$ cat config.mk
export PLATFORM = sky130hd
export DESIGN_NAME = intersection_scheduler_flat
export DESIGN_NICKNAME = d
export VERILOG_FILES = /design/src/rtl/intersection_scheduler_if.sv /design/src/rtl/intersection_scheduler.sv /design/src/flat_wrapper.sv
export SDC_FILE = /design/constraint.sdc
export NUM_CORES = 1
export LEC_CHECK = 0
export CAP_MARGIN = 20
export CORE_MARGIN = 5
export CORE_UTILIZATION = 44
export DETAILED_ROUTE_END_ITERATION = 16
export PLACE_DENSITY = 0.74
export SLEW_MARGIN = 20
export SYNTH_ARGS = -nofsm -noshare
export SYNTH_HDL_FRONTEND = slang
export SYNTH_SLANG_ARGS = --single-unit
$ cat constraint.sdc
create_clock -name clk -period 1.8 [get_ports clk]
set_input_delay 0.27 -clock clk [delete_from_list [all_inputs] [get_ports clk]]
set_output_delay 0.27 -clock clk [all_outputs]
set_load 0.01 [all_outputs]
$ cat src/rtl/intersection_scheduler_if.sv
// Signal bundle between the intersection scheduler and its environment:
// timing/request inputs plus the decoded lamp, countdown and debug outputs.
interface intersection_scheduler_if;
  logic       tick;
  logic       req_b;
  logic       ped_btn;
  logic       night;
  logic [2:0] a_lights;
  logic [2:0] b_lights;
  logic       walk;
  logic       ped_wait;
  logic [3:0] count;
  logic [2:0] phase;

  modport master (
    output tick, req_b, ped_btn, night,
    input  a_lights, b_lights, walk, ped_wait, count, phase
  );

  modport slave (
    input  tick, req_b, ped_btn, night,
    output a_lights, b_lights, walk, ped_wait, count, phase
  );
endinterface

$ cat src/rtl/intersection_scheduler.sv
// Two-approach intersection controller: A main road, B side road and a walk phase,
// all phase timing counted in prescaler ticks, with a night flash override.
module intersection_scheduler #(
  parameter int unsigned T_GREEN_A = 8,
  parameter int unsigned T_GREEN_B = 6,
  parameter int unsigned T_YELLOW  = 3,
  parameter int unsigned T_ALL_RED = 2
) (
  input  logic                     clk,
  input  logic                     rst_n,
  intersection_scheduler_if.slave  bus
);

  typedef enum logic [2:0] {
    INIT_RED = 3'd0,
    A_GREEN  = 3'd1,
    A_YELLOW = 3'd2,
    CLR_AB   = 3'd3,
    B_PHASE  = 3'd4,
    B_YELLOW = 3'd5,
    CLR_BA   = 3'd6,
    FLASH    = 3'd7
  } state_t;

  state_t     state, next_state;
  logic [3:0] timer;
  logic       expire;
  logic       veh_pend, ped_pend, srv_veh, srv_ped, blink;
  logic [2:0] a_lights, b_lights;
  logic       walk;

  function automatic logic [3:0] phase_len(input state_t s);
    case (s)
      INIT_RED, CLR_AB, CLR_BA: return 4'(T_ALL_RED);
      A_GREEN:                  return 4'(T_GREEN_A);
      A_YELLOW, B_YELLOW:       return 4'(T_YELLOW);
      B_PHASE:                  return 4'(T_GREEN_B);
      default:                  return 4'd0;
    endcase
  endfunction

  always_ff @(posedge clk) begin
    if (!rst_n) state <= INIT_RED;
    else        state <= next_state;
  end

  // Night wins over any expiry; A green only leaves once its minimum has run out and someone waits.
  always_comb begin
    next_state = state;
    expire     = bus.tick && (timer == 4'd1);
    if (state == FLASH) begin
      if (!bus.night) next_state = INIT_RED;
    end else if (bus.night) begin
      next_state = FLASH;
    end else begin
      case (state)
        INIT_RED: if (expire) next_state = A_GREEN;
        A_GREEN:  if (bus.tick && timer == 4'd0 && (veh_pend || ped_pend)) next_state = A_YELLOW;
        A_YELLOW: if (expire) next_state = CLR_AB;
        CLR_AB:   if (expire) next_state = B_PHASE;
        B_PHASE:  if (expire) next_state = srv_veh ? B_YELLOW : CLR_BA;
        B_YELLOW: if (expire) next_state = CLR_BA;
        CLR_BA:   if (expire) next_state = A_GREEN;
        default:  next_state = state;
      endcase
    end
  end

  always_ff @(posedge clk) begin
    if (!rst_n) begin
      timer <= 4'(T_ALL_RED);
    end else if (next_state != state) begin
      timer <= phase_len(next_state);
    end else if (bus.tick && state != FLASH &&
                 (timer > 4'd1 || (state == A_GREEN && timer != 4'd0))) begin
      timer <= timer - 4'd1;
    end
  end

  // Request latches: B_PHASE entry hands them to srv_*, but a same-clk request re-arms them.
  always_ff @(posedge clk) begin
    if (!rst_n) begin
      veh_pend <= 1'b0;
      ped_pend <= 1'b0;
      srv_veh  <= 1'b0;
      srv_ped  <= 1'b0;
      blink    <= 1'b0;
    end else begin
      if (state == FLASH || next_state == FLASH) begin
        veh_pend <= 1'b0;
        ped_pend <= 1'b0;
      end else if (next_state == B_PHASE && state != B_PHASE) begin
        srv_veh  <= veh_pend;
        srv_ped  <= ped_pend;
        veh_pend <= bus.req_b;
        ped_pend <= bus.ped_btn;
      end else begin
        veh_pend <= veh_pend | bus.req_b;
        ped_pend <= ped_pend | bus.ped_btn;
      end
      if (state != FLASH) blink <= 1'b0;
      else if (bus.tick)  blink <= ~blink;
    end
  end

  always_comb begin
    a_lights = 3'b001;
    b_lights = 3'b001;
    walk     = 1'b0;
    case (state)
      A_GREEN:  a_lights = 3'b100;
      A_YELLOW: a_lights = 3'b010;
      B_PHASE: begin
        b_lights = srv_veh ? 3'b100 : 3'b001;
        walk     = srv_ped;
      end
      B_YELLOW: b_lights = srv_veh ? 3'b010 : 3'b001;
      FLASH: begin
        a_lights = {1'b0, blink, 1'b0};
        b_lights = {1'b0, blink, 1'b0};
      end
      default: ;
    endcase
  end

  assign bus.a_lights = a_lights;
  assign bus.b_lights = b_lights;
  assign bus.walk     = walk;
  assign bus.ped_wait = ped_pend;
  assign bus.count    = timer;
  assign bus.phase    = state;

endmodule
$ cat src/flat_wrapper.sv
// flat-port wrapper written by rule: the top's interface ports become plain ports
module intersection_scheduler_flat 
#(
  parameter int unsigned T_GREEN_A = 8,
  parameter int unsigned T_GREEN_B = 6,
  parameter int unsigned T_YELLOW  = 3,
  parameter int unsigned T_ALL_RED = 2
)
  (clk, rst_n, bus_tick, bus_req_b, bus_ped_btn, bus_night, bus_a_lights, bus_b_lights, bus_walk, bus_ped_wait, bus_count, bus_phase);
  intersection_scheduler_if bus_i ();
  input  logic clk;
  input  logic rst_n;
  input wire logic [$bits(bus_i.tick)-1:0] bus_tick;
  input wire logic [$bits(bus_i.req_b)-1:0] bus_req_b;
  input wire logic [$bits(bus_i.ped_btn)-1:0] bus_ped_btn;
  input wire logic [$bits(bus_i.night)-1:0] bus_night;
  output wire logic [$bits(bus_i.a_lights)-1:0] bus_a_lights;
  output wire logic [$bits(bus_i.b_lights)-1:0] bus_b_lights;
  output wire logic [$bits(bus_i.walk)-1:0] bus_walk;
  output wire logic [$bits(bus_i.ped_wait)-1:0] bus_ped_wait;
  output wire logic [$bits(bus_i.count)-1:0] bus_count;
  output wire logic [$bits(bus_i.phase)-1:0] bus_phase;
  assign bus_i.tick = bus_tick;
  assign bus_i.req_b = bus_req_b;
  assign bus_i.ped_btn = bus_ped_btn;
  assign bus_i.night = bus_night;
  assign bus_a_lights = bus_i.a_lights;
  assign bus_b_lights = bus_i.b_lights;
  assign bus_walk = bus_i.walk;
  assign bus_ped_wait = bus_i.ped_wait;
  assign bus_count = bus_i.count;
  assign bus_phase = bus_i.phase;
  intersection_scheduler #(.T_GREEN_A(T_GREEN_A), .T_GREEN_B(T_GREEN_B), .T_YELLOW(T_YELLOW), .T_ALL_RED(T_ALL_RED)) u_core (.clk(clk), .rst_n(rst_n), .bus(bus_i));
endmodule
Word-level counts from Yosys, hierarchy flattened
Index checks and enable logic that the tools add are counted.
- add/subtract/negate cells: 1
- $lt $le $gt $ge: 1
- equality and inequality tests: 18
- multiplexer cells: 21
- bitwise logic cells: 5
- reductions and logical operators: 21
- operators with widths (operator ; number):
    $mux 3 ; 10
    $eq 3x3->1 const B ; 8
    $pmux 3 s3 ; 2
    $pmux 3 s6 ; 1
    $pmux 4 s4 ; 1
    $eq 3x2->1 const B ; 4
    $mux 4 ; 2
    $reduce_or 2->1 ; 4
    $logic_and 1x1->1 ; 7
    $eq 3x1->1 const B ; 2
    $logic_not 3->1 ; 2
    $ne 3x3->1 const B ; 2
    $eq 4x1->1 const B ; 1
    $gt 4x1->1 const B ; 1
    $logic_not 4->1 ; 1
    $mux 2 ; 2
    $reduce_bool 4->1 ; 1
    $sub 4x1->4 const B ; 1
    $logic_or 1x1->1 ; 3
    $mux 1 ; 3
    $ne 3x3->1 ; 1
    $not 1->1 ; 3
    $reduce_or 3->1 ; 1
    $or 1x1->1 ; 2
    2 further kinds ; 2
- register bits after elaboration: 12
- input port bits: 6
- output and inout bits: 15
- logic and storage cells: 74

Longest topological paths before layout
- depth in word-level cells: 11
- gate-level depth with buffers: 8
- mapped depth without buffers: 8

Worst setup path after synthesis
OpenSTA, ideal clock, no wires.
- kind: reg2reg
- start: reg u_core.timer[0] (netlist: u_core.bus.count[0])
- end: reg u_core.timer[1] (netlist: u_core.bus.count[1])
- library setup time: 59 ps
- arrival: 1913 ps
- data required time: 1741 ps
- path slack: -172 ps
- cell stages (with the launch flop): 9
- path buffers: 0
- period minus slack after synthesis: 1972 ps
- path through: dfxtp_1 -> inv_1 -> ha_1 -> or3b_1 -> a31oi_1 -> o21ai_1 -> mux2_1 -> nand3_1 -> o31a_1
- cells in the longest elaborated chain, start to end: 11
- elaborated cells between the ends (all ways): 34
- classes of those cells: add/sub: 1; order compare: 1; eq/ne: 8; mux: 12; reduce/logical: 12
- RTL lines (what ; RTL line ; text):
    start: declaration ; intersection_scheduler.sv:26 ; logic [3:0] timer;
    start signal: assignment ; intersection_scheduler.sv:71 ; timer <= 4'(T_ALL_RED);
    start signal: assignment ; intersection_scheduler.sv:73 ; timer <= phase_len(next_state);
    start signal: assignment ; intersection_scheduler.sv:76 ; timer <= timer - 4'd1;
    $logic_not 4->1 ; intersection_scheduler.sv:58 ; A_GREEN: if (bus.tick && timer == 4'd0 && (veh_pend || ped_pend)) next_state = A_YELLOW;
    $logic_and 1x1->1 (2 in a row) ; intersection_scheduler.sv:58 ;
    $mux 3 ; intersection_scheduler.sv:58 ;
    $pmux 3 s6 ; intersection_scheduler.sv:56 ; case (state)
    $mux 3 ; intersection_scheduler.sv:53 ; end else if (bus.night) begin
    $mux 3 ; intersection_scheduler.sv:51 ; if (state == FLASH) begin
    $eq 3x2->1, or another cell as far along ; intersection_scheduler.sv:33 ; case (s)
    $reduce_or 3->1 or $reduce_or 2->1 (tied branches) ; intersection_scheduler.sv:33 ;
    $pmux 4 s4 ; intersection_scheduler.sv:33 ;
    $mux 4 ; intersection_scheduler.sv:72 ; end else if (next_state != state) begin
Parallel ways exist; a longest one is shown, timed or not. The select of a mux whose other input is x is not followed.
A chain may end at the register's enable or synchronous reset.

Final worst setup path
- start: reg u_core.timer[1] (netlist: u_core.bus.count[1])
- end: reg u_core.timer[0] (netlist: u_core.bus.count[0])
Same word-level chain as after synthesis.

==> impl_metrics.tcl <==
set metrics [dict create \
    drc_errors 0 \
    holdPathEnd "u_core.srv_ped" \
    dp_hpwl_mm 2.12 \
    yosysSeqAreaShare_pct 25.4 \
    hold-path-cell-count 2 \
    synth-seq-cells 12 \
    yosys_warnings 0 \
    clkTransAtPathRegs_ns 0.08 \
    die-area_um2 3180 \
    cts_sinks 12 \
    core.rowCount 16 \
    antenna_found_initial 0 \
    grt_pass1_wl_mm 4.79 \
    syn_area_um2 947 \
    rsz0062_at_grt "true" \
    syn-num-nets 129 \
    setup_ws_ns -0.140 \
    io_buffers 20 \
    ys_types 47 \
    grt_overflow 0 \
    routed_wl_mm 2.96 \
    drtAntennaViolNets 0 \
    dieWidth_um 56.4 \
    async_flop_share_pct 0 \
    reg2regPathDepth 9 \
    failed_checks "setup timing" \
    antenna_cells 0 \
    htree_levels 1 \
    post_drt_wl_per_cell_um 15.0 \
    status "complete, but fails checks" \
    relSlewSlack_pct 74.2 \
    syn-instance-count 120 \
    finalSetupViolCount 9 \
    synth-edff-count 0 \
    fmax_mhz 516 \
    hold_start "u_core.srv_ped" \
    core-area_um2 2000 \
    tightest_slew_ns 0.387 \
    vdd_drop_max_mv 0.561 \
    r2r_slack_ns -0.14 \
    via_per_inst 5.43 \
    drive_above_1_share_pct 42.7 \
    die_h_um 56.4 \
    finalHoldViolations 0 \
    period_minus_slack_ns 1.94 \
    vias 1076 \
    layout.cells.non_filler 198 \
    critical_path.reg2reg.endpoint "u_core.bus.count[0]" \
    synth-main-ff-cell "dfxtp_1" \
    cts-buffers-inserted 3 \
    grt_pass1_vias 1030 \
    start_kind "flop" \
    drt_iter0_drc 27 \
    crit_type "flop to flop" \
    layout_commonest_cell "buf_4" \
    end_kind "flop" \
    max_cap_violations 0 \
    finalWeightedCongestion 0.852 \
    slew_violations 0 \
    crit_fanout 6 \
    clock_skew_ns 0.00602 \
    dr.pass1.iters 4 \
    worstSkewPairLatency_ns 0.27 \
    hold_class "flop to flop" \
    grtUsageTotal_pct 18.5 \
    syn_to_final_growth_pct 69.0 \
    nFillCells 132 \
    cts-root-to-sink-buffers 2 \
    most-common-layout-cells "buf_4, nand2_1, clkdlybuf4s50_1" \
    synth.avg_cell_area_um2 7.89 \
    r2r-start "u_core.bus.count[1]" \
    p_leak_nw 0.654 \
    cts_tree "built" \
    period_share_pct 108 \
    worst_hold_slack_ns 0.494 \
    nets 181 \
    power.density_nw_per_um2 601 \
    crit_arrival_ns 2.10 \
    grt_max_degree 14 \
    root_buffer "clkbuf_4" \
    crit_required_ns 1.96 \
    post-place-cells 192 \
    initial_core_util_pct 47.3 \
    ioPinCount 21 \
]
worst max-delay path, cell delays in order, from the launching register on:
cell      delay, ns
dfxtp_4        0.37
inv_6          0.05
ha_4           0.15
and4bb_4       0.23
buf_4          0.15
o21ai_2        0.14
o21ai_2        0.09
a31oi_4        0.28
nor3_2         0.07
o311a_1        0.30
logic make-up (layout without fill, tap and decap cells):
group,count (synthesis),after routing,share of synthesized area [%]
AND/OR/NAND/NOR,49,49,29.3
multiplexers,3,3,3.30
adder cells (fa/ha/maj),3,3,3.96
flip-flops,12,12,25.4
AO/OA/AOI/OAI,33,33,25.9
XOR/XNOR,6,6,5.55
buffers and inverters,14,65,6.61
how the worst max path moves through the flow:
stage | start | end | slack [ns] | cells past startpoint
finish | u_core.bus.count[1] | u_core.bus.count[0] | -0.14 | 9
global route | u_core.bus.count[1] | u_core.srv_veh | -0.20 | 7
CTS | u_core.bus.count[1] | u_core.srv_veh | -0.12 | 7
detailed placement | bus_tick | u_core.srv_veh | -0.35 | 6
global placement | bus_tick | u_core.srv_ped | -0.29 | 6
floorplan | u_core.bus.count[1] | u_core.srv_ped | -0.02 | 7
state kept, by name (all words and copies together), names as in the netlist:
signal               flops
u_core.blink             1
u_core.bus.count         4
u_core.bus.ped_wait      1
u_core.bus.phase         3
u_core.srv_ped           1
u_core.srv_veh           1
u_core.veh_pend          1
per-layer routing:
layer  vias to the layer above  share of wire (%)  global-route usage (%)
met1                       507                 42                    24.1
met3                         4                5.1                    2.75
li1                        536                  -                       -
met4                         0                1.2                    4.41
met5                         -                  0                       0
met2                        29                 51                    31.7
synthesized netlist by cell type (2+ instances only):
cell type  count  area (µm²)
nand2_1       18        67.6
dfxtp_1       12         240
inv_1          8        30.0
and2_1         6        37.5
nor2_1         6        22.5
o21ai_1        6        30.0
xnor2_1        5        43.8
a31oi_1        4        25.0
a21oi_1        3        15.0
ha_1           3        37.5
nor2b_1        3        18.8
nor3_1         3        15.0
a21oi_2        2        17.5
buf_2          2        10.0
buf_4          2        15.0
clkbuf_1       2        7.51
mux2i_1        2        20.0
nand2b_1       2        12.5
nand3_1        2        10.0
o21ai_0        2        10.0
final cells by class:
cell class              count  area, µm²  area share [%]
multi-input cells          94        792            49.5
flip-flops and latches     12        256            16.0
inverters                   8       37.5            2.35
clock buffers               4       36.3            2.27
well taps                  27       33.8            2.11
repair buffers             53        444            27.8
report_power, final:
group | total [mW] | switching, mW | leakage (nW) | internal, mW
clock network | 0.215 | 0.0919 | 0.0210 | 0.123
registers | 0.313 | 0.0276 | 0.100 | 0.286
logic | 0.434 | 0.208 | 0.533 | 0.226
metrics by stage:
step	power [mW]	setup WS [ns]	instance area, µm²	setup TNS (ns)	utilization (%)
CTS	0.940	-0.123	1560	-0.585	77.8
finish	0.962	-0.140	1600	-0.944	79.9
global placement	0.685	-0.285	1440	-2.26	72.0
detailed placement	0.692	-0.350	1440	-2.69	72.0
floorplan	0.519	-0.0220	1010	-0.0624	-
global route	1.02	-0.200	1600	-1.48	79.9
what timing repair did:
item,CTS,global route
hold buffers,0,0
endpoints found under the setup margin,15,13
endpoints found under the hold margin,0,0
setup buffers,2,0
pin swaps,10,8
gates resized for setup,24,10
Note: power is estimated with default switching activity, not from simulation.
